===== src/rtl/multicycle_control.sv =====
// multicycle_control
//   Main control FSM for the multicycle MIPS datapath. It sequences fetch,
//   decode, execute, memory and writeback for R-type, lw, sw, beq, bne, addi
//   and j. It is a Moore machine, so every control output is decoded from the
//   state register alone. It also counts retired instructions and keeps a
//   sticky flag for unsupported opcodes.
//
// Ports
//   clk, rst_n      clock (rising edge); asynchronous active-low reset
//   Opcode          instr[31:26]; sampled only in DECODE and MEMADR
//   PCWrite         unconditional PC write
//   PCWriteCond     PC write if Zero (beq)
//   PCWriteCondNe   PC write if !Zero (bne)
//   IorD            memory address: 0 = PC, 1 = ALUOut
//   MemRead         memory read enable
//   MemWrite        memory write enable
//   IRWrite         instruction register load
//   MemtoReg        register write data: 0 = ALUOut, 1 = MDR
//   RegDst          destination register: 0 = rt, 1 = rd
//   RegWrite        register file write
//   ALUSrcA         ALU A: 0 = PC, 1 = A
//   ALUSrcB         ALU B: 00 = B, 01 = 4, 10 = imm, 11 = imm << 2
//   PCSource        PC source: 00 = ALU, 01 = ALUOut, 10 = jump target
//   AluOp           to alucontrol: 00 = add, 01 = sub, 10 = use funct
//   State           current state encoding (debug)
//   IllegalOp       sticky unsupported-opcode flag, cleared only by reset
//   InstrCount      retired-instruction count, wraps
module multicycle_control #(
  parameter int unsigned CNT_W = 16
) (
  input  logic             clk,
  input  logic             rst_n,
  input  logic [5:0]       Opcode,
  output logic             PCWrite,
  output logic             PCWriteCond,
  output logic             PCWriteCondNe,
  output logic             IorD,
  output logic             MemRead,
  output logic             MemWrite,
  output logic             IRWrite,
  output logic             MemtoReg,
  output logic             RegDst,
  output logic             RegWrite,
  output logic             ALUSrcA,
  output logic [1:0]       ALUSrcB,
  output logic [1:0]       PCSource,
  output logic [1:0]       AluOp,
  output logic [3:0]       State,
  output logic             IllegalOp,
  output logic [CNT_W-1:0] InstrCount
);

  localparam logic [5:0] OP_R    = 6'b000000;
  localparam logic [5:0] OP_LW   = 6'b100011;
  localparam logic [5:0] OP_SW   = 6'b101011;
  localparam logic [5:0] OP_BEQ  = 6'b000100;
  localparam logic [5:0] OP_BNE  = 6'b000101;
  localparam logic [5:0] OP_ADDI = 6'b001000;
  localparam logic [5:0] OP_J    = 6'b000010;

  typedef enum logic [3:0] {
    S_FETCH   = 4'd0,
    S_DECODE  = 4'd1,
    S_MEMADR  = 4'd2,
    S_MEMRD   = 4'd3,
    S_MEMWB   = 4'd4,
    S_MEMWR   = 4'd5,
    S_EXEC    = 4'd6,
    S_RTYPEWB = 4'd7,
    S_BEQ     = 4'd8,
    S_BNE     = 4'd9,
    S_ADDIEX  = 4'd10,
    S_ADDIWB  = 4'd11,
    S_JUMP    = 4'd12
  } state_e;

  state_e           state_q, state_d;
  logic             illegal_q, illegal_d;
  logic [CNT_W-1:0] count_q, count_d;
  logic             retire;

  always_ff @(posedge clk or negedge rst_n) begin
    if (!rst_n) begin
      state_q   <= S_FETCH;
      illegal_q <= 1'b0;
      count_q   <= '0;
    end else begin
      state_q   <= state_d;
      illegal_q <= illegal_d;
      count_q   <= count_d;
    end
  end

  // Next state, sticky illegal flag and retirement counter
  always_comb begin
    state_d   = S_FETCH;
    illegal_d = illegal_q;
    retire    = 1'b0;
    case (state_q)
      S_FETCH:  state_d = S_DECODE;
      S_DECODE: begin
        case (Opcode)
          OP_LW, OP_SW: state_d = S_MEMADR;
          OP_R:         state_d = S_EXEC;
          OP_BEQ:       state_d = S_BEQ;
          OP_BNE:       state_d = S_BNE;
          OP_ADDI:      state_d = S_ADDIEX;
          OP_J:         state_d = S_JUMP;
          default: begin
            // Abort back to FETCH without retiring
            state_d   = S_FETCH;
            illegal_d = 1'b1;
          end
        endcase
      end
      S_MEMADR:  state_d = (Opcode == OP_LW) ? S_MEMRD : S_MEMWR;
      S_MEMRD:   state_d = S_MEMWB;
      S_EXEC:    state_d = S_RTYPEWB;
      S_ADDIEX:  state_d = S_ADDIWB;
      S_MEMWB, S_MEMWR, S_RTYPEWB, S_BEQ, S_BNE, S_ADDIWB, S_JUMP: begin
        state_d = S_FETCH;
        retire  = 1'b1;
      end
      // Unreachable encodings recover to FETCH without retiring
      default:   state_d = S_FETCH;
    endcase
    count_d = retire ? count_q + CNT_W'(1) : count_q;
  end

  // Moore output decode
  always_comb begin
    PCWrite       = 1'b0;
    PCWriteCond   = 1'b0;
    PCWriteCondNe = 1'b0;
    IorD          = 1'b0;
    MemRead       = 1'b0;
    MemWrite      = 1'b0;
    IRWrite       = 1'b0;
    MemtoReg      = 1'b0;
    RegDst        = 1'b0;
    RegWrite      = 1'b0;
    ALUSrcA       = 1'b0;
    ALUSrcB       = 2'b00;
    PCSource      = 2'b00;
    AluOp         = 2'b00;
    case (state_q)
      S_FETCH: begin
        MemRead = 1'b1;
        IRWrite = 1'b1;
        PCWrite = 1'b1;
        ALUSrcB = 2'b01;
      end
      S_DECODE:  ALUSrcB = 2'b11;
      S_MEMADR: begin
        ALUSrcA = 1'b1;
        ALUSrcB = 2'b10;
      end
      S_MEMRD: begin
        MemRead = 1'b1;
        IorD    = 1'b1;
      end
      S_MEMWB: begin
        RegWrite = 1'b1;
        MemtoReg = 1'b1;
      end
      S_MEMWR: begin
        MemWrite = 1'b1;
        IorD     = 1'b1;
      end
      S_EXEC: begin
        ALUSrcA = 1'b1;
        AluOp   = 2'b10;
      end
      S_RTYPEWB: begin
        RegWrite = 1'b1;
        RegDst   = 1'b1;
      end
      S_BEQ: begin
        ALUSrcA     = 1'b1;
        AluOp       = 2'b01;
        PCWriteCond = 1'b1;
        PCSource    = 2'b01;
      end
      S_BNE: begin
        ALUSrcA       = 1'b1;
        AluOp         = 2'b01;
        PCWriteCondNe = 1'b1;
        PCSource      = 2'b01;
      end
      S_ADDIEX: begin
        ALUSrcA = 1'b1;
        ALUSrcB = 2'b10;
      end
      S_ADDIWB:  RegWrite = 1'b1;
      S_JUMP: begin
        PCWrite  = 1'b1;
        PCSource = 2'b10;
      end
      default: ;
    endcase
  end

  assign State      = state_q;
  assign IllegalOp  = illegal_q;
  assign InstrCount = count_q;

endmodule

===== config.mk =====
export PLATFORM = sky130hd
export DESIGN_NAME = multicycle_control
export DESIGN_NICKNAME = d
export VERILOG_FILES = /design/src/rtl/multicycle_control.sv
export SDC_FILE = /design/constraint.sdc
export NUM_CORES = 1
export LEC_CHECK = 0
export CAP_MARGIN = 20
export CORE_ASPECT_RATIO = 0.8
export CORE_MARGIN = 8
export CORE_UTILIZATION = 43
export DETAILED_ROUTE_END_ITERATION = 7
export PLACE_DENSITY = 0.87
export SYNTH_ARGS = -nofsm -noshare
export SYNTH_HDL_FRONTEND = slang
export SYNTH_SLANG_ARGS = --single-unit
export TNS_END_PERCENT = 10

===== constraint.sdc =====
create_clock -name clk -period 2.4 [get_ports clk]
set_input_delay 0.48 -clock clk [delete_from_list [all_inputs] [get_ports clk]]
set_output_delay 0.48 -clock clk [all_outputs]
set_load 0.01 [all_outputs]

==> reports/metrics.yaml, run 1 <==
cells_and_area:
  final_cell_area_sq_um: 1900
  fillerInstances: 229
  final_cell_mix: "clkdlybuf4s50_1 (45), dfrtp_1 (17), nor2_1 (15), xor2_1 (10), buf_4 (9)"
  layout-drive-gt1-share_pct: 17.9
  multi_input_area_sq_um: 739
  antenna_cells: 0
  fin_nets: 194
  areaGrowthSynthToFinish_pct: 45.3
  final_common_cell: "clkdlybuf4s50_1"
  final_cell_count_no_fill: 224
  seqCellArea_sq_um: 531
place:
  place_ws_ns: 0.221
  dp_hpwl_microns: 2520
  globalplace.congestion: 0.838
  io_buffers: 45
  dp.cells: 212
  place_area_sq_um: 1780
synth:
  synth_compound_area_share_pct: 7.57
  syn_area_per_cell_sq_um: 9.81
  synthMuxAreaShare_pct: 0.863
  yosysWarnings: 0
  synth_edf_count: 0
  synth-xor-area-share_pct: 11.4
  synth_seq_area_share_pct: 40.3
  synthSimpleGateAreaFrac_pct: 35.3
  synth_area_sq_um: 1310
  async_flop_share_pct: 100
  synth_cell_type_count: 42
  synthFlopType: "dfrtp_1"
  synth_top_family_by_area: "simple AND/OR/NAND/NOR gates"
  synthAdderAreaFrac_pct: 0.959
  synth_nets: 142
  ys_ff_latch: 21
  postSynthCellCount: 133
route:
  drtPass1Iterations: 4
  via_per_inst: 5.26
  drt.antenna.violating_nets: 0
  drtIter0Drc: 86
  wire_per_inst_microns: 15.8
  drc_errors: 0
  via_count: 1178
  postRouteWirelength_microns: 3540
power:
  power_density_nw_per_um2: 623
  p_leak_nw: 0.782
  vdd_drop_max_mv: 0.462
die:
  pin_count: 46
  die_area_sq_um: 5060
  fp.dieW_microns: 77.6
  start_util_pct: 43.6
  core-area_sq_um: 3000
  row_count: 18
  die_h_microns: 65.3
timing:
  holdWs_ns: 0.468
  final.min_clock_period_ns: 2.34
  hold_viol: 0
  slew_violations: 0
  final-setup-viol-count: 0
  worst_clock_skew_ns: 0.00778
  max_freq_mhz: 427
  tightestPinTransition_ns: 0.430
  max-slew-margin-rel_pct: 70.6
  setup_ws_ns: 0.0600
  post-route-period-util_pct: 97.5
clocking:
  cts_hold_buf: 0
  root_buffer: "clkbuf_8"
  clock-sinks: 21
  cts_inserted_buffers: 3
  clkTransAtPathRegs_ns: 0.08
  worstSkewPairLatency_ns: 0.27
  cts_tree: "built"
  clock_path_buffers: 2
  htree_levels: 1
critical_path:
  critPathLaunchType: "register"
  worstPathArrival_ns: 1.86
  worst_setup_path_end_kind: "output port"
  critPathMaxFanout: 9
  crit_family: "buffers and inverters"
  worstPathCellList: "or2b_1 -> o21a_1 -> nor2_1 -> clkdlybuf4s50_1"
  critical-path-max-stage-delay_ns: 0.54
  startpoint: "State[1]$_DFF_PN0_"
  r2r_start: "State[3]$_DFF_PN0_"
  criticalPathCategory: "reg -> out"
  cp.required_ns: 1.92
  critPathSlowestCell: "clkdlybuf4s50_1"
  path_buf_inv: 1
job:
  cap_violations: 0
global_route:
  use_met3_pct: 3.68
  grt_use_met2_pct: 22.1
  antenna_found_initial: 0
  busiest_layer: "met2"
  grt_pass1_wl_microns: 5510
  overflow: 0
  first_global_vias: 1054
  grtUsageMet1_pct: 16.1
  gr-usage-all-layers_pct: 13.3
  grt_max_degree: 22
worst_hold_path:
  min_from: "InstrCount[15]$_DFFE_PN0P_"
  hp-class: "reg -> reg"
outcome:
  status: "completed"
[per-layer routing]
metal	wire length, microns	share of wire (%)
met1	1550	44
met5	0	0
met2	1770	50
met3	164	4.6
met4	57	1.6
[layout make-up]
type / count / area share (%)
clock inverter: 1 / 0.264
clock buffer: 3 / 2.18
timing repair buffer: 54 / 27.3
sequential: 21 / 28.0
tap: 40 / 2.64
multi-input combinational: 102 / 39.0
inverter: 3 / 0.594
[flip-flops by register name, indices dropped and copies added, names as in the netlist]
name	flops
IllegalOp	1
State	4
InstrCount	16
[per-stage QoR]
stage	utilization, %	setup TNS (ns)	power [mW]
after global placement	59.3	0	0.877
after global routing	63.3	-0.00791	1.25
after floorplan	-	0	0.672
after detailed placement	59.3	0	0.892
after CTS	61.0	0	1.13
final	63.3	0	1.18
[power by group]
group	internal (mW)	switching [mW]	leakage (nW)
clock network	0.116	0.118	0.0255
logic	0.273	0.206	0.483
registers	0.397	0.0715	0.274
total	0.785	0.395	0.782
[Yosys cell counts (2+ instances only)]
cell type	count	area [sq um]
dfrtp_1	21	526
nor2_1	15	56.3
xor2_1	10	87.6
nand2_1	7	26.3
nor3_1	7	35.0
xnor2_1	7	61.3
a21oi_1	5	25.0
nand3_1	5	25.0
nor3_2	5	50.1
o21ai_0	5	25.0
and3_1	3	18.8
clkbuf_1	3	11.3
inv_1	3	11.3
nand4_4	3	63.8
nor3b_1	3	22.5
buf_2	2	10.0
buf_4	2	15.0
nand2b_1	2	12.5
nor2b_1	2	12.5
[worst paths after layout]
path	to	slack (ns)	cells past startpoint
worst max-delay path	ALUSrcB[1]	0.06	4
worst min-delay path	InstrCount[15]$_DFFE_PN0P_	0.47	1
worst max register to register	InstrCount[10]$_DFFE_PN0P_	0.82	5
worst min register to register	InstrCount[15]$_DFFE_PN0P_	0.47	1
max in group asynchronous	State[0]$_DFF_PN0_	1.62	2
min in group asynchronous	InstrCount[12]$_DFFE_PN0P_	0.54	2
[cell families (layout without fill, tap and decap cells)]
| group | count (synthesis) | in the layout |
|---|---|---|
| AOI/OAI and AO/OA | 16 | 16 |
| xor gates and xnor gates | 17 | 17 |
| adders and majority gates | 1 | 1 |
| buffers and inverters | 10 | 61 |
| DFF | 21 | 21 |
| muxes | 1 | 1 |
| and+or+nand+nor | 67 | 67 |
[timing repair]
action,in CTS,in global routing
resized for setup,3,4
buffers inserted,0,8
setup endpoints to repair,4,8
hold endpoints to repair,0,0
(Power assumes the default switching activity.)
==> run 2: changes to the inputs <==
==> constraint.sdc (replaced) <==
create_clock -name clk -period 2.4 [get_ports clk]
set_input_delay 0.36 -clock clk [delete_from_list [all_inputs] [get_ports clk]]
set_output_delay 0.36 -clock clk [all_outputs]
set_load 0.01 [all_outputs]
==> reports/metrics.yaml, run 2 (synthesized netlist as in run 1, its figures left out) <==
outcome:
  status: "completed"
place:
  dp_hpwl_microns: 2460
  globalplace.congestion: 0.838
  place_ws_ns: 0.339
  io_buffers: 45
  dp.cells: 212
die:
  row_count: 18
  die_h_microns: 65.3
  die_area_sq_um: 5060
  fp.dieW_microns: 77.6
  pin_count: 46
  core-area_sq_um: 3000
  start_util_pct: 43.6
timing:
  worst_clock_skew_ns: 0.0107
  rsz0062_at_grt: "no"
  tightestPinTransition_ns: 0.429
  max-slew-margin-rel_pct: 70.7
  max_freq_mhz: 435
  final-setup-viol-count: 0
  setup_ws_ns: 0.101
  hold_viol: 0
  post-route-period-util_pct: 95.8
  setup-tns-final_ns: 0
  final.min_clock_period_ns: 2.30
  slew_violations: 0
critical_path:
  r2r_start: "State[3]$_DFF_PN0_"
  startpoint: "State[1]$_DFF_PN0_"
  ff2ff_path_depth: 4
  r2r_slack_ns: 0.82
  crit_family: "flip-flops"
  critical-path-max-stage-delay_ns: 0.57
  worstPathCellList: "or2b_4 -> o21a_1 -> nor2_1 -> clkdlybuf4s50_1"
  path_buf_inv: 1
  critPathLaunchType: "register"
  critPathMaxFanout: 13
  worstPathArrival_ns: 1.94
  cp.required_ns: 2.04
  worst_setup_path_end_kind: "output port"
  crit_cells: 4
  timing.rr.end: "InstrCount[15]$_DFFE_PN0P_"
  critPathSlowestCell: "dfrtp_1"
  crit_end: "ALUSrcB[1]"
  criticalPathCategory: "reg -> out"
clocking:
  clock-sinks: 21
  clkTransAtPathRegs_ns: 0.08
  cts_tree: "built"
  root_buffer: "clkbuf_8"
  htree_levels: 1
  cts_hold_buf: 0
  worstSkewPairLatency_ns: 0.26
  cts_inserted_buffers: 3
  clock_path_buffers: 2
cells_and_area:
  antenna_cells: 0
  fillerInstances: 245
  fin_nets: 186
  final_common_cell: "clkdlybuf4s50_1"
  largest_register_ffs: 16
  areaGrowthSynthToFinish_pct: 39.9
  final_cell_mix: "clkdlybuf4s50_1 (45), dfrtp_1 (19), nor2_1 (15), xor2_1 (10)"
  layout-drive-gt1-share_pct: 11.9
  final_cell_count_no_fill: 216
power:
  power.total_mw: 1.11
  vdd_drop_max_mv: 0.431
  power_density_nw_per_um2: 607
  p_leak_nw: 0.743
worst_hold_path:
  hp-class: "in -> async"
route:
  drtIter0Drc: 122
  wire_per_inst_microns: 14.7
  drtPass1Iterations: 4
  drt.antenna.violating_nets: 0
  via_per_inst: 5.22
  drc_errors: 0
  via_count: 1128
  postRouteWirelength_microns: 3180
global_route:
  grt_pass1_wl_microns: 5330
  grt_max_degree: 22
  first_global_vias: 1051
  gr-usage-all-layers_pct: 12.4
  overflow: 0
  antenna_found_initial: 0
job:
  cap_violations: 0
==> run 2: changes by cell type in the layout (fill, tap and decap cells not counted), moves of 2 or more <==
cell and delta:
buf_4 -8, dfrtp_1 +2, dfrtp_2 -2, or2_4 -2
==> run 2: timing repair <==
| action | in CTS | in global routing |
|---|---|---|
| gates resized for setup | 0 | 2 |
| setup endpoints to repair | 0 | 2 |
| buffers inserted | 0 | 0 |
==> run 2: cell type report <==
| type | count | area [sq um] | area share (%) |
|---|---|---|---|
| clock inverter | 1 | 5.00 | 0.274 |
| tap | 40 | 50.0 | 2.74 |
| multi-input combinational | 102 | 732 | 40.1 |
| sequential | 21 | 528 | 28.9 |
| inverter | 3 | 11.3 | 0.617 |
| timing repair buffer | 46 | 458 | 25.1 |
| clock buffer | 3 | 41.3 | 2.26 |
==> run 2: routing by layer <==
metal | track usage (%) | up-vias | wire length, microns
li1 | - | 557 | -
met1 | 15.8 | 543 | 1390
met2 | 21.7 | 26 | 1650
met3 | 2.72 | 2 | 125
met4 | 1.41 | 0 | 17
met5 | 0 | - | 0
==> run 2: worst reg2reg max path, stage by stage (launching register included) <==
cell and delay (ns):
dfrtp_2 0.51, or2_1 0.33, nand4_4 0.23, nor4_4 0.28, xor2_1 0.16
==> run 2: metrics by stage <==
stage / hold slack (ns) / util [%] / instance area (sq um)
floorplan: 0.0644 / - / 1310
global placement: 0.456 / 59.3 / 1780
detailed placement: 0.464 / 59.3 / 1780
CTS: 0.438 / 60.9 / 1820
global route: 0.465 / 60.9 / 1830
finish: 0.426 / 60.9 / 1830
==> run 2: worst min-delay path by stage <==
stage | end | slack (ns) | cells after the start
floorplan | IllegalOp$_DFFE_PN0P_ | 0.06 | 0
CTS | InstrCount[11]$_DFFE_PN0P_ | 0.44 | 2
global placement | InstrCount[15]$_DFFE_PN0P_ | 0.46 | 1
detailed placement | InstrCount[15]$_DFFE_PN0P_ | 0.46 | 1
finish | InstrCount[11]$_DFFE_PN0P_ | 0.43 | 2
global route | InstrCount[11]$_DFFE_PN0P_ | 0.47 | 2
==> run 2: power breakdown <==
part / switching, mW / internal, mW / total (mW)
clock: 0.112 / 0.116 / 0.228
sequential: 0.0716 / 0.395 / 0.466
combinational: 0.181 / 0.232 / 0.413
total: 0.365 / 0.742 / 1.11
